## src/rtl/async_fifo_wr_arbiter.sv

```systemverilog
// ---------------------------------------------------------------------------------------------
// async_fifo_wr_arbiter
//   Shares the single write port of an async FIFO between NUM_REQ requesters in the write
//   clock domain. Arbitration is round-robin and packet-aware: a grant is held until the
//   granted requester writes its last beat or MAX_BURST beats, whichever comes first.
//   Writes are throttled by the FIFO full flag.
//
// Ports
//   clk_i        write-domain clock
//   reset_i      synchronous reset, active-high
//   req_valid_i  per-requester beat valid
//   req_last_i   per-requester last beat of packet
//   req_data_i   requester r data at [r*DATA_WIDTH +: DATA_WIDTH]
//   req_ready_o  per-requester ready; beat accepted when valid & ready
//   wfull_i      FIFO full flag
//   wr_en_o      FIFO write enable
//   wdata_o      FIFO write data
//   grant_o      one-hot current grant, 0 when idle
//   busy_o       high while a burst is in progress
// ---------------------------------------------------------------------------------------------
module async_fifo_wr_arbiter #(
   parameter int unsigned NUM_REQ    = 4,
   parameter int unsigned DATA_WIDTH = 32,
   parameter int unsigned MAX_BURST  = 8
) (
   input  logic                          clk_i,
   input  logic                          reset_i,
   input  logic [NUM_REQ-1:0]            req_valid_i,
   input  logic [NUM_REQ-1:0]            req_last_i,
   input  logic [NUM_REQ*DATA_WIDTH-1:0] req_data_i,
   output logic [NUM_REQ-1:0]            req_ready_o,
   input  logic                          wfull_i,
   output logic                          wr_en_o,
   output logic [DATA_WIDTH-1:0]         wdata_o,
   output logic [NUM_REQ-1:0]            grant_o,
   output logic                          busy_o
);

   localparam int unsigned PTR_W = (NUM_REQ > 1) ? $clog2(NUM_REQ) : 1;
   localparam int unsigned CNT_W = $clog2(MAX_BURST + 1);

   typedef enum logic [0:0] {StIdle, StBurst} state_e;

   state_e             r_state,    w_state_nxt;
   logic [NUM_REQ-1:0] r_grant,    w_grant_nxt;
   logic [PTR_W-1:0]   r_gidx,     w_gidx_nxt;
   logic [CNT_W-1:0]   r_beat_cnt, w_beat_cnt_nxt;
   logic [PTR_W-1:0]   r_rr_ptr,   w_rr_ptr_nxt;

   logic               w_pick_found;
   logic [PTR_W-1:0]   w_pick_idx;
   logic [31:0]        w_cand;
   logic               w_busy;
   logic               w_xfer;
   logic               w_last;
   logic               w_cap;

   // Round-robin search: first valid requester after the last one served, wrapping modulo
   // NUM_REQ so non-power-of-two requester counts work.
   always_comb begin
      w_pick_found = 1'b0;
      w_pick_idx   = '0;
      w_cand       = '0;
      for (int unsigned k = 1; k <= NUM_REQ; k++) begin
         w_cand = (32'(r_rr_ptr) + k) % NUM_REQ;
         if (!w_pick_found && req_valid_i[w_cand[PTR_W-1:0]]) begin
            w_pick_found = 1'b1;
            w_pick_idx   = w_cand[PTR_W-1:0];
         end
      end
   end

   assign w_busy = (r_state == StBurst);
   assign w_xfer = w_busy & req_valid_i[r_gidx] & ~wfull_i;
   assign w_last = req_last_i[r_gidx];
   assign w_cap  = (r_beat_cnt == CNT_W'(MAX_BURST - 1));

   always_comb begin
      w_state_nxt    = r_state;
      w_grant_nxt    = r_grant;
      w_gidx_nxt     = r_gidx;
      w_beat_cnt_nxt = r_beat_cnt;
      w_rr_ptr_nxt   = r_rr_ptr;
      case (r_state)
         StIdle: begin
            if (w_pick_found) begin
               w_state_nxt    = StBurst;
               w_grant_nxt    = {{(NUM_REQ-1){1'b0}}, 1'b1} << w_pick_idx;
               w_gidx_nxt     = w_pick_idx;
               w_beat_cnt_nxt = '0;
            end
         end
         StBurst: begin
            if (w_xfer) begin
               w_beat_cnt_nxt = r_beat_cnt + CNT_W'(1);
               // Packet end or burst cap: release and let the others compete.
               if (w_last || w_cap) begin
                  w_state_nxt    = StIdle;
                  w_grant_nxt    = '0;
                  w_rr_ptr_nxt   = r_gidx;
                  w_beat_cnt_nxt = '0;
               end
            end
         end
         default: begin
            w_state_nxt = StIdle;
            w_grant_nxt = '0;
         end
      endcase
   end

   always_ff @(posedge clk_i) begin
      if (reset_i) begin
         r_state    <= StIdle;
         r_grant    <= '0;
         r_gidx     <= '0;
         r_beat_cnt <= '0;
         // Pointer at the last requester so requester 0 has first priority.
         r_rr_ptr   <= PTR_W'(NUM_REQ - 1);
      end else begin
         r_state    <= w_state_nxt;
         r_grant    <= w_grant_nxt;
         r_gidx     <= w_gidx_nxt;
         r_beat_cnt <= w_beat_cnt_nxt;
         r_rr_ptr   <= w_rr_ptr_nxt;
      end
   end

   assign busy_o      = w_busy;
   assign grant_o     = r_grant;
   assign req_ready_o = (w_busy && !wfull_i) ? r_grant : '0;
   assign wr_en_o     = w_xfer;
   assign wdata_o     = w_busy ? req_data_i[r_gidx*DATA_WIDTH +: DATA_WIDTH] : '0;

endmodule

```

## config.mk

```make
export PLATFORM = sky130hd
export DESIGN_NAME = async_fifo_wr_arbiter
export DESIGN_NICKNAME = d
export VERILOG_FILES = /design/src/rtl/async_fifo_wr_arbiter.sv
export SDC_FILE = /design/constraint.sdc
export NUM_CORES = 1
export LEC_CHECK = 0
export ABC_AREA = 1
export CAP_MARGIN = 15
export CORE_MARGIN = 2
export CORE_UTILIZATION = 29
export DETAILED_ROUTE_END_ITERATION = 10
export PLACE_DENSITY_LB_ADDON = 0.1
export SETUP_SLACK_MARGIN = 0.2
export SKIP_LAST_GASP = 1
export SYNTH_ARGS = -nofsm -noshare
export SYNTH_HDL_FRONTEND = slang
export SYNTH_SLANG_ARGS = --single-unit
```

## constraint.sdc

```tcl
create_clock -name clk_i -period 4.74 [get_ports clk_i]
set_clock_uncertainty 0.15 [all_clocks]
set_input_delay 0.474 -clock clk_i [delete_from_list [all_inputs] [get_ports clk_i]]
set_output_delay 0.474 -clock clk_i [all_outputs]
set_load 0.01 [all_outputs]
```

# After elaboration in Yosys (flattened, before gate mapping)
# Cells that the tools add are included.
[word_totals] ff_bits=13 input_bits=139 out_inout_bits=42 word_cells=72
[op_classes] add_sub_neg=5 magnitude_cmp=5 eq_ne=4 shift=2 mux=34 n_bitwise=4 n_reduce_logical=13
[ops] cell="$shiftx 128x8->32" n=1
[ops] cell="$mux 32" n=1
[ops] cell="$mux 4" n=7
[ops] cell="$pmux 4 s2" n=2
[ops] cell="$lt 2x3->1 const B" n=5
[ops] cell="$mux 1" n=13
[ops] cell="$bmux 1 s2" n=6
[ops] cell="$mux 2" n=4
[ops] cell="$reduce_and 3->1" n=2
[ops] cell="$add 2x1->2 const B" n=2
[ops] cell="$add 2x2->2 const B" n=2
[ops] cell="$add 4x1->4 const B" n=1
[ops] cell="$eq 4x3->1 const B" n=1
[ops] cell="$logic_and 1x1->1" n=4
[ops] cell="$logic_not 1->1" n=4
[ops] cell="$ne 2x2->1 const B" n=2
[ops] cell="$reduce_and 2->1" n=2
[ops] cell="$shl 1x2->4 const A" n=1
[ops] cell="$and 1x1->1" n=2
[ops] cell="$ne 2x1->1 const B" n=1
[ops] cell="$not 1->1" n=2
[ops] cell="$pmux 1 s2" n=1
[ops] cell="$logic_or 1x1->1" n=1

# Longest topological paths before layout
[logic_depth] depth_word=16 ltp_mapped=13 depth_no_buf=12

# Least setup slack after synthesis
# OpenSTA, ideal clock, no wires.
[synth_path] path_kind="register to output" startpoint="register r_gidx[0]" endpoint="output wdata_o[12]" t_arrival_ps=1302 required_time_ps=4116 slack_ps=2814 path_stages_with_launch=8 path_buffers=3 path_cell_list="dfxtp_1 > buf_4 > buf_2 > buf_1 > nor2_1 > nor2_1 > o21ai_0 > a21oi_1"
[synth_via] elab_chain_cells=2
[synth_lines] item="from (decl)" line_no="46" rtl="logic [PTR_W-1:0] r_gidx, w_gidx_nxt;"
[synth_lines] item="from (signal assigned)" line_no="123" rtl="r_gidx <= w_gidx_nxt;"
[synth_lines] item="$shiftx 128x8->32" line_no="133" rtl="assign wdata_o = w_busy ? req_data_i[r_gidx*DATA_WIDTH +: DATA_WIDTH] : '0;"
[synth_lines] item="$mux 32" line_no="133"
[synth_lines] item="to (decl)" line_no="34" rtl="output logic [DATA_WIDTH-1:0] wdata_o,"
# No other way between the ends.

# Worst setup path after layout
[layout_path] startpoint="register r_gidx[1]" endpoint="output wr_en_o"
[layout_via] elab_chain_cells=4
[layout_lines] item="$bmux 1 s2" line_no="74" rtl="assign w_xfer = w_busy & req_valid_i[r_gidx] & ~wfull_i;"
[layout_lines] item="$mux 1 (implied by the code)" line_no="74"
[layout_lines] item="$and 1x1->1 (2 in a row)" line_no="74"
[layout_lines] item="to (decl)" line_no="33" rtl="output logic wr_en_o,"
# No other way between the ends. The select of a mux whose other input is x is not followed.

==> results.py <==
metrics = {
    "placement": {
        "place_ws_ps": 1910,
        "gp_congestion": 0.841,
        "dp.cells": 661,
        "portBuffers": 180,
        "dpl.hpwl_um": 6740,
    },
    "logic_synthesis": {
        "ys_top_cells_by_area": "nor2_1 (26%), o21ai_0 (16%), dfxtp_1 (13%), a21oi_1 (10%), nand2_1 (8.4%)",
        "synthFlopType": "dfxtp_1",
        "synth.top_cell.area_share_pct": 26.4,
        "yosysSeqAreaShare_pct": 12.6,
        "syn_nets": 551,
        "yosysWarnings": 0,
        "async_reset_ff_share_pct": 0,
        "yosys_register_bits": 13,
        "synth_area_leader_cell": "nor2_1",
        "synth-edff-count": 0,
        "synthCells": 411,
        "synth_cell_types": 26,
        "syn_area_per_cell_um2": 5.01,
        "synth_area_um2": 2060,
        "yosysMostFrequentCell": "nor2_1",
        "synth_common_cells": "nor2_1 (145), o21ai_0 (65), nand2_1 (46), a21oi_1 (42), nand3_1 (19)",
    },
    "clock_tree": {
        "cts_num_sinks": 13,
        "clk_latency_ps": 240,
        "htree_num_levels": 1,
        "cts_root_buffer": "clkbuf_8",
        "cts_tree": "done",
        "post-cts-setup-buffers": 0,
        "clock_path_buffers": 2,
        "holdBufCountCts": 0,
        "cts_buffers": 3,
        "cts.clk_slew.worst_paths_ps": 60,
        "ctsResizeCount": 0,
    },
    "die": {
        "start_util_pct": 30.1,
        "dieHeight_um": 88.3,
        "die_x_um": 88.3,
        "io_pins": 181,
        "fp.coreArea_um2": 6830,
        "die_area_um2": 7790,
        "core.rowCount": 30,
    },
    "timing": {
        "finalHoldViolCount": 0,
        "fin_crit_ps": 3060,
        "fmax_mhz": 326,
        "finalSetupTns_ps": 0,
        "max_slew_margin_pct": 39.9,
        "finalCritPeriodShare_pct": 64.7,
        "setup_ws_ps": 1680,
        "finalMaxSlewViolations": 0,
        "finalSetupViolations": 0,
        "rsz0062_at_grt": "false",
        "tightest_slew_ps": 900,
    },
    "route": {
        "drc_errors": 0,
        "antenna_left": 0,
        "drtIter0Drc": 172,
        "num_vias": 3184,
        "routed_wl_um": 8880,
        "wl_per_cell_um": 13.3,
        "routed_via_density": 4.79,
        "firstDrtPassIters": 4,
    },
    "power": {
        "p_clk_share_pct": 12.9,
        "ir_worst_vdd_uv": 94.0,
        "intPower_uw": 457,
        "combPwrFrac_pct": 69.9,
        "p_leak_uw": 0.00157,
        "p_sw_share_pct": 41.4,
        "total_power_uw": 780,
        "cellPowerDensity_nw_per_um2": 199,
        "p_switching_uw": 323,
        "seq_power_share_pct": 17.2,
    },
    "worst_setup_path": {
        "crit_fanout": 36,
        "arrival_ps": 2440,
        "cp_slowest_cell": "clkdlybuf4s50_1",
        "crit_buf_inv": 3,
        "required_ps": 4120,
        "cp_cell_sequence": "buf_4 -> inv_2 -> a21oi_1 -> o21ai_1 -> a21oi_2 -> clkdlybuf4s50_1",
        "crit_type": "flip-flop to primary output",
        "slowest_delay_ps": 580,
        "crit_path_end_kind": "primary output",
        "worstSetupStartpointType": "flip-flop",
        "crit_family": "buffers and inverters",
    },
    "layout": {
        "drive_gt1_share_pct": 5.80,
        "antenna_cells": 0,
        "final_cells": 665,
        "n_fill_cell": 706,
        "syn_to_final_growth_pct": 89.9,
        "nets": 710,
    },
    "flow_run": {
        "maxCapViolations": 0,
    },
    "hold_path": {
        "min_path_type": "flip-flop to flip-flop",
    },
    "global_route": {
        "grt_max_degree": 70,
        "grt_util_all_layers_pct": 22.4,
        "grt_pass1_vias": 3028,
        "antenna_found_initial": 0,
        "grt_pass1_wl_um": 13900,
        "grt.overflow.total": 0,
    },
    "outcome": {
        "status": "finished clean",
    },
}
## logic make-up after synthesis
kind of cell / count (synthesis) / share of synthesized area [%]
AND/OR/NAND/NOR: 231 / 47.3
AO/OA/AOI/OAI: 116 / 28.7
buffers and inverters: 49 / 10.3
flip-flops: 13 / 12.6
XOR/XNOR: 1 / 0.425
adder cells (fa/ha/maj): 1 / 0.607
## worst register-to-register path, delay by kind of cell, from the launching register on
kind / cells / cell delay [ps]
buffers and inverters: 4 / 880
and+or+nand+nor: 3 / 260
AOI/OAI and AO/OA: 3 / 590
DFF: 1 / 300
## power groups by stage
stage                     sequential, µW  clock (µW)  combinational [µW]
final                                134         100                 545
after global placement               136           0                 541
after detailed placement             136           0                 547
after CTS                            134         101                 550
after global routing                 136         107                 603
after floorplan                      135           0                 291
## placed cells by master, fill, tap and decap left out
| cell | n |
|---|---|
| a21oi_1 | 42 |
| a21oi_2 | 1 |
| buf_4 | 2 |
| clkbuf_1 | 1 |
| clkbuf_8 | 3 |
| clkdlybuf4s50_1 | 180 |
| clkinv_2 | 1 |
| dfxtp_1 | 12 |
| dfxtp_2 | 1 |
| ha_1 | 1 |
| inv_1 | 12 |
| inv_2 | 8 |
| nand2_1 | 46 |
| nand2_2 | 8 |
| nand2_4 | 5 |
| nand3_1 | 19 |
| nand3_2 | 1 |
| nand4_1 | 1 |
| nor2_1 | 145 |
| nor2_2 | 2 |
| nor2_4 | 1 |
| nor3_1 | 3 |
| o211ai_1 | 3 |
| o21ai_0 | 65 |
| o21ai_1 | 5 |
| xor2_1 | 1 |
## sequential cells by signal, indices dropped and copies added, names as in the netlist
signal / count
r_gidx: 2
r_rr_ptr: 2
r_beat_cnt: 4
grant_o: 4
busy_o: 1
## per-stage QoR
step / utilization, % / hold slack [ps] / instance area, µm²
after floorplan: - / 337 / 2060
after global placement: 56.6 / 341 / 3860
after detailed placement: 56.6 / 343 / 3860
after CTS: 57.2 / 351 / 3910
after global routing: 57.2 / 367 / 3910
final: 57.2 / 349 / 3910
## cell type report
| class | count | area [µm²] | area share [%] |
|---|---|---|---|
| well taps | 96 | 120 | 3.07 |
| multi-input cells | 349 | 1590 | 40.6 |
| inverters | 21 | 80.1 | 2.05 |
| clock buffers | 4 | 45.0 | 1.15 |
| repair buffers | 182 | 1820 | 46.5 |
| flip-flops and latches | 13 | 262 | 6.69 |
## metal layers
layer,GRT usage [%],part of all wire (%),up-vias
met5,0,0,-
met4,6.47,2.3,0
met3,6.72,8.3,16
met2,43.3,51,115
met1,22.9,38,1401
li1,-,-,1652
## final timing paths
kind                                  from       endpoint  slack [ps]  depth (start not counted)
worst max-delay path             r_gidx[1]        wr_en_o        1680                          6
worst min-delay path            grant_o[0]     grant_o[0]         350                          2
worst max register to register   r_gidx[1]  r_beat_cnt[2]        2450                         10
worst min register to register  grant_o[0]     grant_o[0]         350                          2
No activity file was read; power rests on OpenSTA's default activity.
